[src/rtl/framer_v2.sv]
// framer_v2: wraps a payload byte stream into sync/header/payload/optional CRC-16 frames
module framer_v2 #(
    parameter int          DATA_WIDTH = 8,
    parameter int          MAX_LEN    = 1024,
    parameter logic [15:0] SYNC_WORD  = 16'hEB90,
    parameter bit          CRC_EN     = 1'b1
) (
    input  logic                  clk,
    input  logic                  rst_n,
    input  logic                  start_frame,
    output logic                  start_ready,
    input  logic [1:0]            frame_type,
    input  logic [15:0]           txfn,
    input  logic [15:0]           payload_len,
    input  logic                  payload_valid,
    input  logic [DATA_WIDTH-1:0] payload_data,
    output logic                  payload_ready,
    output logic                  frame_valid,
    input  logic                  frame_ready,
    output logic [DATA_WIDTH-1:0] frame_data,
    output logic                  frame_sof,
    output logic                  frame_eof,
    output logic                  busy,
    output logic                  frame_done,
    output logic                  len_err
);
    if (DATA_WIDTH != 8) begin : g_bad_width
        $error("framer_v2: DATA_WIDTH must be 8");
    end

    typedef enum logic [2:0] {IDLE, SYNC, HDR, PAYLOAD, CRC} state_t;

    state_t      state, state_nx;
    logic [15:0] cnt, cnt_nx, crc, txfn_q, len_q, pend_txfn, pend_len;
    logic [1:0]  type_q, pend_type;
    logic        pend_v, xfer, last, accept, len_ok, go, eof_raw;

    function automatic logic [15:0] crc_upd(input logic [15:0] c, input logic [7:0] d);
        logic [15:0] r;
        r = c;
        for (int i = 7; i >= 0; i--) r = {r[14:0], 1'b0} ^ ((r[15] ^ d[i]) ? 16'h1021 : 16'h0000);
        return r;
    endfunction

    assign frame_valid   = (state == PAYLOAD) ? payload_valid : (state != IDLE);
    assign payload_ready = (state == PAYLOAD) && frame_ready;
    assign frame_sof     = (state == SYNC) && (cnt == 16'd0);
    assign eof_raw       = CRC_EN ? (state == CRC) && cnt[0] : (state == PAYLOAD) && (cnt == len_q - 16'd1);
    assign frame_eof     = eof_raw && frame_valid;
    assign start_ready   = (state == IDLE) || frame_eof;
    assign busy          = state != IDLE;
    assign xfer          = frame_valid && frame_ready;
    assign last          = xfer && frame_eof;
    assign accept        = start_frame && start_ready;
    assign len_ok        = (payload_len != 16'd0) && (int'(payload_len) <= MAX_LEN);
    assign go            = accept && len_ok;

    always_comb begin
        frame_data = '0;
        case (state)
            SYNC:    frame_data = cnt[0] ? SYNC_WORD[7:0] : SYNC_WORD[15:8];
            HDR:     frame_data = (cnt[2:0] == 3'd0) ? {6'b0, type_q} :
                                  (cnt[2:0] == 3'd1) ? txfn_q[15:8] :
                                  (cnt[2:0] == 3'd2) ? txfn_q[7:0] :
                                  (cnt[2:0] == 3'd3) ? len_q[15:8] : len_q[7:0];
            PAYLOAD: frame_data = payload_data;
            CRC:     frame_data = cnt[0] ? crc[7:0] : crc[15:8];
            default: frame_data = '0;
        endcase
    end

    // The final byte hands over straight to SYNC when a request is waiting or arrives with it
    always_comb begin
        state_nx = state;
        cnt_nx   = cnt;
        if (state == IDLE) begin
            if (go) state_nx = SYNC;
        end else if (last) begin
            state_nx = (go || pend_v) ? SYNC : IDLE;
            cnt_nx   = '0;
        end else if (xfer) begin
            cnt_nx = cnt + 16'd1;
            case (state)
                SYNC:    if (cnt[0]) begin state_nx = HDR; cnt_nx = '0; end
                HDR:     if (cnt[2:0] == 3'd4) begin state_nx = PAYLOAD; cnt_nx = '0; end
                PAYLOAD: if (cnt == len_q - 16'd1) begin state_nx = CRC; cnt_nx = '0; end
                default: ;
            endcase
        end
    end

    always_ff @(posedge clk or negedge rst_n) begin
        if (!rst_n) begin
            state      <= IDLE;
            cnt        <= '0;
            crc        <= 16'hFFFF;
            type_q     <= '0;
            txfn_q     <= '0;
            len_q      <= '0;
            pend_v     <= 1'b0;
            pend_type  <= '0;
            pend_txfn  <= '0;
            pend_len   <= '0;
            frame_done <= 1'b0;
            len_err    <= 1'b0;
        end else begin
            state      <= state_nx;
            cnt        <= cnt_nx;
            frame_done <= last;
            len_err    <= accept && !len_ok;
            if (go && (state == IDLE || last)) begin
                type_q <= frame_type;
                txfn_q <= txfn;
                len_q  <= payload_len;
            end else if (last && pend_v) begin
                type_q <= pend_type;
                txfn_q <= pend_txfn;
                len_q  <= pend_len;
            end
            if (go && state != IDLE && !last) begin
                pend_type <= frame_type;
                pend_txfn <= txfn;
                pend_len  <= payload_len;
            end
            pend_v <= last ? 1'b0 : (go && state != IDLE) ? 1'b1 : pend_v;
            crc    <= (state == IDLE || last) ? 16'hFFFF :
                      (xfer && (state == HDR || state == PAYLOAD)) ? crc_upd(crc, frame_data) : crc;
        end
    end
endmodule

[config.mk]
export PLATFORM = sky130hd
export DESIGN_NAME = framer_v2
export DESIGN_NICKNAME = d
export VERILOG_FILES = /design/src/rtl/framer_v2.sv
export SDC_FILE = /design/constraint.sdc
export NUM_CORES = 1
export LEC_CHECK = 0
export BUFFER_PORTS_ARGS = -buffer_cell sky130_fd_sc_hd__buf_2
export CELL_PAD_IN_SITES_DETAIL_PLACEMENT = 0
export CELL_PAD_IN_SITES_GLOBAL_PLACEMENT = 1
export CORE_MARGIN = 2
export CORE_UTILIZATION = 36
export CTS_BUF_LIST = sky130_fd_sc_hd__clkbuf_4 sky130_fd_sc_hd__clkbuf_8 sky130_fd_sc_hd__clkbuf_16
export DETAILED_ROUTE_END_ITERATION = 10
export PLACE_DENSITY_LB_ADDON = 0.15
export SYNTH_ARGS = -nofsm -noshare
export SYNTH_HDL_FRONTEND = slang
export SYNTH_SLANG_ARGS = --single-unit
[constraint.sdc]
create_clock -name clk -period 2.8 [get_ports clk]
set_input_delay 0.14 -clock clk [delete_from_list [all_inputs] [get_ports clk]]
set_output_delay 0.14 -clock clk [all_outputs]
set_load 0.05 [all_outputs]
==> key figures, run 1 <==
Routing
  – ANT nets after route: 0
  – Post-DR wirelength/cell: 17.6 µm
  – First-pass detailed-route iteration total: 5
  – Total length of routed wires: 17.5 mm
  – Violation count after the first detailed-route iteration: between 300 and 400
  – Via count of the routed design: 5218
  – Detail-routed via count per cell: about 5.2
  – DRC: 0

Yosys
  – Synthesis Warnings: 0
  – Mux contribution to synthesized area: 0.123
  – Dominant synthesized flop cell: sky130_fd_sc_hd__dfrtp_1
  – Compound-cell area share of the yosys netlist: 0.159
  – Number of cells produced by synthesis: 660
  – Largest family of logic cells by synthesized area: simple AND/OR/NAND/NOR gates
  – Number of different library cells in the post-synthesis netlist: 75
  – Mean Syn Cell Area: 9.46 µm²
  – Number of enable flip-flop cells after synthesis: 0
  – Portion of the post-synthesis area used by sequential elements: 0.428
  – Share of async-settable or async-resettable flops after synthesis: 1.00
  – Area of the mapped netlist: 6240 µm²
  – Synthesis-stage register bit count: 106
  – Synth Area in Simple Gates: 0.174
  – Post-synthesis share of cell area spent on full adders, half adders and majority gates: 0.0120
  – Number of nets produced by synthesis: approximately 710
  – Post-Synth XOR/XNOR Area: 0.0623

Floorplan
  – Die Wd: approximately 140 µm
  – Area inside the core boundary: 17100 µm²
  – Core Rows: 48
  – I/O Pins: 63
  – Area of the die: 18400 µm²
  – Initial core utilization: 0.365
  – Die height: 136 µm

GRT
  – Global-route met1 utilization: 0.301
  – Number of antenna violations at the first check in global routing: 0
  – GR met2 Demand/Resource: 0.282
  – First-pass GRT wire length: between 20 and 30 mm
  – GR peak layer: met1
  – Pin count of the biggest net entering global routing: 64
  – GRT Util Overall: 0.198
  – Overflow left after global routing: 0
  – Number of global-route vias before repair: 5027
  – Grt met3 use: 0.0284

Placed design
  – Post-DP HPWL: between 10 and 15 mm
  – Weighted congestion at the end of routability-driven global placement: 0.860
  – Worst setup timing slack at the placement stage: -48.1 ps
  – Number of instances in the placed design: between 900 and 1000
  – Area after DPL: between 7000 and 8000 µm²
  – Count of buffers inserted at the top-level ports: 62

Run status
  – Run status: complete, no violations

Cells and area
  – Layout Cells excl Fill: slightly below 1000
  – Total number of nets in the final design: 818
  – Area grow syn2layout: 22.7%
  – Share of cells above drive strength 1: 0.290
  – Number of antenna cells inserted: 0
  – Post-route cell area: 7660 µm²

Power
  – Total power after layout: 0.00472 W
  – Power density over the cells: 616 nW/µm²
  – Leakage: 3.81 nW
  – Psw: 0.00157 W
  – IR drop worst, VDD: approximately 400 µV
  – Share of total power consumed by net switching: 0.333
  – Share of power burned in combinational logic: 0.323
  – Clock power share: 0.272
  – Cell-internal power: 0.00315 W
  – Proportion of power drawn by flip-flops and latches: 0.405

Timing
  – Measured slew at the worst slew-check pin: 953 ps
  – Min setup slack post-route: 155 ps
  – Final slew viol count: 0
  – Max-slew headroom at the worst pin: 0.363
  – Max Clock Freq: 378 MHz
  – Period utilisation layout: 0.945
  – Hold Fails Final Rpt: 0
  – Largest clock skew in the final design: 11.6 ps
  – Clock period minus worst slack: 2640 ps
  – Unrepaired setup endpoints after global routing: no
  – Final setup violation count: 0

Clock network
  – Number of buffers inserted during clock tree synthesis: 9
  – CTS tree: yes
  – CTS root buf: sky130_fd_sc_hd__clkbuf_16
  – Clock slew at reported path FFs: 90 ps
  – Worst skew pair latency: 360 ps
  – Max Root-Sink Buffers: 2
  – Number of sinks on the clock net: between 100 and 150
  – CTS H-tree lvls: 3

Critical path
  – Crit path max fanout: 7
  – Crit path max-delay family: simple AND/OR/NAND/NOR gates
  – Combined buffer and inverter count along the critical path: 1
  – Kind of capture point of the worst setup path: flip-flop
  – CP Cell Sequence: nor4_4, nand4_1, nor4b_2, a311oi_4, nor3_2, a311o_4, buf_4, a21oi_1, o22a_1
  – Depth of the most critical reg-to-reg path: 9
  – Required time at the worst-slack endpoint: 3060 ps
  – Critical Path Source Type: flip-flop
  – Data arrival at the endpoint of the critical path: 2900 ps
  – Endpoint of the lowest-slack register-to-register path: cnt[8]
  – Slowest-stage cell, CP: sky130_fd_sc_hd__nor4b_2
  – Max incr delay on CP: 450 ps
  – Reg-to-reg critical path startpoint: len_q[7]
  – Worst setup slack for register-to-register paths: 160 ps
  – Crit Path Category: reg -> reg

Hold path
  – Endpoint of the worst hold-timing path: pend_txfn[14]
  – Worst hold path class: in -> reg
  – Hold-critical path depth: 2
  – Min-Delay Startpoint: txfn[14]

Run
  – Number of max-cap violations: 0
-- routing by layer --
layer  part of all wire  wire length (µm)
met3              0.042               737
met5                  0                 0
met2               0.43              7600
met4              0.022               382
met1               0.50              8800
-- cell usage in the layout (no fill, tap or decap), drive strengths merged, types with 16 or more instances in the layout --
| cell | synthesis | routed |
|---|---|---|
| mux2i | 45 | 45 |
| inv | 25 | 28 |
| dfstp | 16 | 16 |
| nor2 | 83 | 83 |
| a21oi | 63 | 63 |
| o21ai | 18 | 18 |
| nand3 | 18 | 18 |
| nand2 | 48 | 48 |
| buf | 17 | 129 |
| dfrtp | 90 | 90 |
| xnor2 | 28 | 28 |
| mux2 | 28 | 28 |
-- what timing repair did --
item / CTS / global route
gates resized for setup: 2 / 8
setup buffers: 0 / 4
hold buffers: 3 / 0
gates cloned: 0 / 1
pin swaps: 1 / 3
setup endpoints to repair: 1 / 17
endpoints found under the hold margin: 48 / 0
-- through the flow --
stage	util	TNS, ps	hold slack [ps]
detailed placement	0.423	-48.1	314
finish	0.448	0	17.2
global placement	0.423	0	303
floorplan	-	0	-156
CTS	0.443	0	7.39
global route	0.448	0	8.92
-- logic make-up (layout without fill, tap and decap cells) --
kind of cell / after synthesis / count (layout)
compound gates: 150 / 151
simple gates: 219 / 219
buf+inv: 64 / 173
mux: 73 / 73
flops: 106 / 106
xor+xnor: 42 / 42
fa+ha+maj: 6 / 6
-- worst max-delay path by stage --
stage,start,to,slack [ps],cells past startpoint
floorplan,cnt[0],crc[7],8,12
global placement,len_q[5],cnt[6],40,7
detailed placement,len_q[5],cnt[6],-50,7
CTS,len_q[4],cnt[1],60,8
global route,len_q[7],cnt[6],3,8
finish,len_q[7],cnt[8],160,9
-- sequential cells by signal, indices dropped and copies added, names as in the netlist, 2 cells and up --
name and count:
cnt 16, crc 16, len_q 16, pend_len 16, pend_txfn 16, txfn_q 16, state 3, pend_type 2
type_q 2
-- power groups by stage --
stage,sequential [W],combinational (W),clock (W)
CTS,0.00191,0.00150,0.00133
finish,0.00191,0.00152,0.00129
floorplan,0.00190,0.00101,0
global route,0.00194,0.00167,0.00138
detailed placement,0.00194,0.00149,0
global placement,0.00194,0.00147,0
-- cells in the mapped netlist (5+ instances only) --
library cell,instances,area share
sky130_fd_sc_hd__nand3_1,17,0.014
sky130_fd_sc_hd__xnor2_1,28,0.039
sky130_fd_sc_hd__a21oi_1,63,0.050
sky130_fd_sc_hd__nor4_1,6,0.0060
sky130_fd_sc_hd__nor2_1,83,0.050
sky130_fd_sc_hd__o22ai_1,7,0.0070
sky130_fd_sc_hd__o221ai_1,7,0.0098
sky130_fd_sc_hd__a211oi_1,7,0.0084
sky130_fd_sc_hd__dfstp_2,16,0.067
sky130_fd_sc_hd__dfrtp_1,90,0.36
sky130_fd_sc_hd__ha_1,6,0.012
sky130_fd_sc_hd__o22a_1,9,0.013
sky130_fd_sc_hd__nand2b_1,5,0.0050
sky130_fd_sc_hd__and2_1,10,0.010
sky130_fd_sc_hd__mux2i_1,45,0.072
sky130_fd_sc_hd__mux2_2,28,0.050
sky130_fd_sc_hd__inv_1,25,0.015
sky130_fd_sc_hd__xor2_1,12,0.017
sky130_fd_sc_hd__buf_2,12,0.0096
sky130_fd_sc_hd__o21ai_0,17,0.014
sky130_fd_sc_hd__nor3_1,8,0.0064
sky130_fd_sc_hd__nand4_1,6,0.0060
sky130_fd_sc_hd__nand2_1,47,0.028
sky130_fd_sc_hd__clkbuf_1,22,0.013
-- worst register-to-register path: stages (launching register included) --
cell and delay (ps):
sky130_fd_sc_hd__dfrtp_1 410, sky130_fd_sc_hd__nor4_4 380, sky130_fd_sc_hd__nand4_1 280, sky130_fd_sc_hd__nor4b_2 450, sky130_fd_sc_hd__a311oi_4 70, sky130_fd_sc_hd__nor3_2 300
sky130_fd_sc_hd__a311o_4 310, sky130_fd_sc_hd__buf_4 140, sky130_fd_sc_hd__a21oi_1 60, sky130_fd_sc_hd__o22a_1 150
-- layout make-up --
cell class / instances / area (µm²)
clock buffers: 9 / 225
clock inverters: 7 / 68.8
fillers: 1701 / 9450
inverters: 25 / 93.8
multi-input cells: 491 / 3410
flip-flops and latches: 106 / 2670
well taps: 225 / 282
repair buffers: 132 / 908
No activity file was read; power rests on OpenSTA's default activity.
==> run 2: changes to the inputs <==
==> constraint.sdc (replaced) <==
create_clock -name clk -period 2.55 [get_ports clk]
set_input_delay 0.1275 -clock clk [delete_from_list [all_inputs] [get_ports clk]]
set_output_delay 0.1275 -clock clk [all_outputs]
set_load 0.05 [all_outputs]
==> run 2 against run 1 <==
  * The flow now finishes with violations (setup timing)
  * Count of clock-buffer cells in the layout up 1
  * Cell area up 8.5%
  * Sequential share of layout area down 2.7 points
  * Worst setup slack worse by 260 ps
  * Critical path depth unchanged
  * Non-clock buffer count up 23
  * Clock skew down 5.1 ps
  * Fmax down 0.40%
  * Via count up 3.0%
  * Total power up 20%
==> key figures, run 2 (synthesis gave the netlist of run 1 again) <==
Run status
  – Run status: finished with violations
  – Violated checks: setup timing

Power
  – Power density over the cells: 684 nW/µm² (+11%)
  – Total power after layout: 0.00569 W (+20%)
  – Leakage: 4.06 nW (+6.6%)
  – IR drop worst, VDD: 444 µV (+11%)

Critical path
  – Data arrival at the endpoint of the critical path: 2950 ps (+50 ps)
  – Max incr delay on CP: 490 ps (+40 ps)
  – Most common cell type on the critical path: sky130_fd_sc_hd__buf_4
  – Kind of capture point of the worst setup path: flip-flop
  – Combined buffer and inverter count along the critical path: 2 (+1)
  – Reg-to-reg critical path startpoint: len_q[7]
  – Slowest-stage cell, CP: sky130_fd_sc_hd__a311o_2
  – Critical Path Source Type: flip-flop
  – CP Cell Sequence: nor4_2, buf_4, nand4_1, a311oi_4, nor3_4, buf_4, a311o_2, a21oi_2, a2bb2oi_2
  – Crit path max fanout: 7 (unchanged)
  – Startpoint of the most critical setup path: len_q[7]
  – Required time at the worst-slack endpoint: 2840 ps (-220 ps)
  – Crit Path Category: reg -> reg
  – Crit path max-delay family: compound AO/OA/AOI/OAI gates

Timing
  – Min setup slack post-route: -105 ps (-261 ps)
  – Worst hold-check slack: 13.1 ps (-4.11 ps)
  – Final slew viol count: 0 (unchanged)
  – Period utilisation layout: 1.04 (+0.0968)
  – Setup TNS Final: -929 ps (-929 ps)
  – Max Clock Freq: 377 MHz (-0.40%)
  – Measured slew at the worst slew-check pin: 1010 ps (+52.4 ps)
  – Max-slew headroom at the worst pin: 0.327 (-0.0351)
  – Largest clock skew in the final design: 6.57 ps (-5.08 ps)
  – Clock period minus worst slack: 2660 ps (+10.7 ps)
  – Unrepaired setup endpoints after global routing: yes
  – Final setup violation count: 15 (+15)
  – Hold Fails Final Rpt: 0 (unchanged)

Cells and area
  – Number of antenna cells inserted: 0 (unchanged)
  – Total number of nets in the final design: 841 (+2.8%)
  – Area grow syn2layout: 33.1%
  – Most common cell after layout, fill and taps aside: sky130_fd_sc_hd__dfrtp_1
  – Share of cells above drive strength 1: 0.372 (+0.0824)
  – Most frequent cells in the layout: 88 x sky130_fd_sc_hd__dfrtp_1, 82 x sky130_fd_sc_hd__nor2_1, 80 x sky130_fd_sc_hd__buf_4
  – Combined area of the multi-input logic cells: 3820 µm² (+12%)
  – Fillers: 1655 (-2.7%)
  – Post-route cell area: 8310 µm² (+8.5%)
  – Sequential cell area in the final layout: 2680 µm² (about the same)

Hold path
  – Worst hold path class: in -> reg
  – Min-Delay Startpoint: txfn[12]

GRT
  – Number of antenna violations at the first check in global routing: 0 (unchanged)
  – GRT Util Overall: 0.205 (+0.00648)
  – Pin count of the biggest net entering global routing: 47 (-27%)
  – First-pass GRT wire length: 29.0 mm (+4.0%)
  – Overflow left after global routing: 0 (unchanged)
  – Number of global-route vias before repair: 5297 (+5.4%)

Routing
  – ANT nets after route: 0 (unchanged)
  – Post-DR wirelength/cell: 17.9 µm (+1.7%)
  – Detail-routed via count per cell: 5.28 (+0.66%)
  – Violation count after the first detailed-route iteration: 319 (-12%)
  – Highest metal used: met4
  – Total length of routed wires: 18.2 mm (+4.0%)
  – Via count of the routed design: 5374 (+3.0%)
  – Total length of routed met3 wires: 623 µm (-15%)
  – Routed wire length on met2: 8.51 mm (+12%)
  – DRC: 0 (unchanged)
  – Met1 wire length: 8.87 mm (+0.80%)
  – First-pass detailed-route iteration total: 5 (unchanged)

Clock network
  – Clock slew at reported path FFs: 80 ps (about the same)
  – CTS root buf: sky130_fd_sc_hd__clkbuf_16
  – CTS tree: yes
  – Worst skew pair latency: 350 ps (about the same)
  – Number of buffers inserted during clock tree synthesis: 9 (unchanged)
  – CTS H-tree lvls: 3 (unchanged)
  – Max Root-Sink Buffers: 2 (unchanged)
  – Number of sinks on the clock net: 106 (unchanged)

Floorplan
  – Core Rows: 48 (unchanged)
  – Die height: 136 µm (unchanged)
  – Initial core utilization: 0.365 (unchanged)
  – Die Wd: 136 µm (unchanged)
  – Area inside the core boundary: 17100 µm² (unchanged)
  – Area of the die: 18400 µm² (unchanged)
  – I/O Pins: 63 (unchanged)

Run
  – Number of max-cap violations: 0 (unchanged)

Placed design
  – Area after DPL: 7430 µm² (+2.5%)
  – Post-DP HPWL: 13.2 mm (+2.1%)
  – Weighted congestion at the end of routability-driven global placement: 0.843 (-2.0%)
  – Count of buffers inserted at the top-level ports: 62 (unchanged)
[run 2: cell count changes in the layout (fill, tap and decap cells not counted), moves of 4 or more]
cell,previous run,this run
sky130_fd_sc_hd__buf_6,0,8
sky130_fd_sc_hd__mux2i_1,45,40
sky130_fd_sc_hd__a21oi_1,63,56
sky130_fd_sc_hd__xnor2_1,27,20
sky130_fd_sc_hd__ha_4,0,4
sky130_fd_sc_hd__ha_1,5,1
sky130_fd_sc_hd__mux2i_4,0,4
sky130_fd_sc_hd__a21oi_2,0,7
sky130_fd_sc_hd__inv_1,25,21
sky130_fd_sc_hd__xnor2_2,1,7
sky130_fd_sc_hd__buf_4,63,80
[run 2: worst paths after layout]
kind / end / slack (ps) / cells past startpoint
max: cnt[5] / -110 / 9
min: pend_txfn[12] / 10 / 2
max reg2reg: cnt[5] / -110 / 9
min reg2reg: pend_len[13] / 490 / 1
max in group asynchronous: pend_len[14] / 1430 / 3
min in group asynchronous: cnt[12] / 330 / 2
[run 2: layer usage]
layer | GRT usage | vias to the layer above
li1 | - | 2617
met1 | 0.294 | 2636
met2 | 0.322 | 106
met3 | 0.0318 | 15
met4 | 0.0544 | 0
met5 | 0 | -
[run 2: what timing repair did]
item / CTS / global route
endpoints found under the setup margin: 23 / 33
cloned: 1 / 0
hold buffers: 2 / 0
buffers inserted: 7 / 6
endpoints found under the hold margin: 45 / 0
gates resized for setup: 22 / 64
pin swaps: 9 / 42
[run 2: power breakdown]
| part | switching [W] | leakage, nW | internal (W) |
|---|---|---|---|
| Combinational | 0.00101 | 2.54 | 0.00109 |
| Sequential | 0.000216 | 1.37 | 0.00194 |
| Clock | 0.000711 | 0.151 | 0.000724 |
[run 2: worst reg2reg max path, delay by kind of cell (launching register included)]
kind                   cells  cell delay [ps]
AOI/OAI and AO/OA          4             1270
and+or+nand+nor            3              610
DFF                        1              390
buffers and inverters      2              320
[run 2: cell type report]
cell class / instances / area share
Clock buffer: 10 / 0.0287
Clock inverter: 6 / 0.00813
Inverter: 25 / 0.0119
Multi-Input combinational cell: 491 / 0.460
Sequential cell: 106 / 0.322
Tap cell: 225 / 0.0339
Timing Repair Buffer: 155 / 0.136
[run 2: per-stage QoR]
stage | std cells | setup WS (ps) | util
floorplan | 660 | -55.9 | -
global placement | 986 | -104 | 0.434
detailed placement | 986 | -132 | 0.434
CTS | 1012 | -60.9 | 0.464
global route | 1018 | -201 | 0.486
finish | 1018 | -105 | 0.486
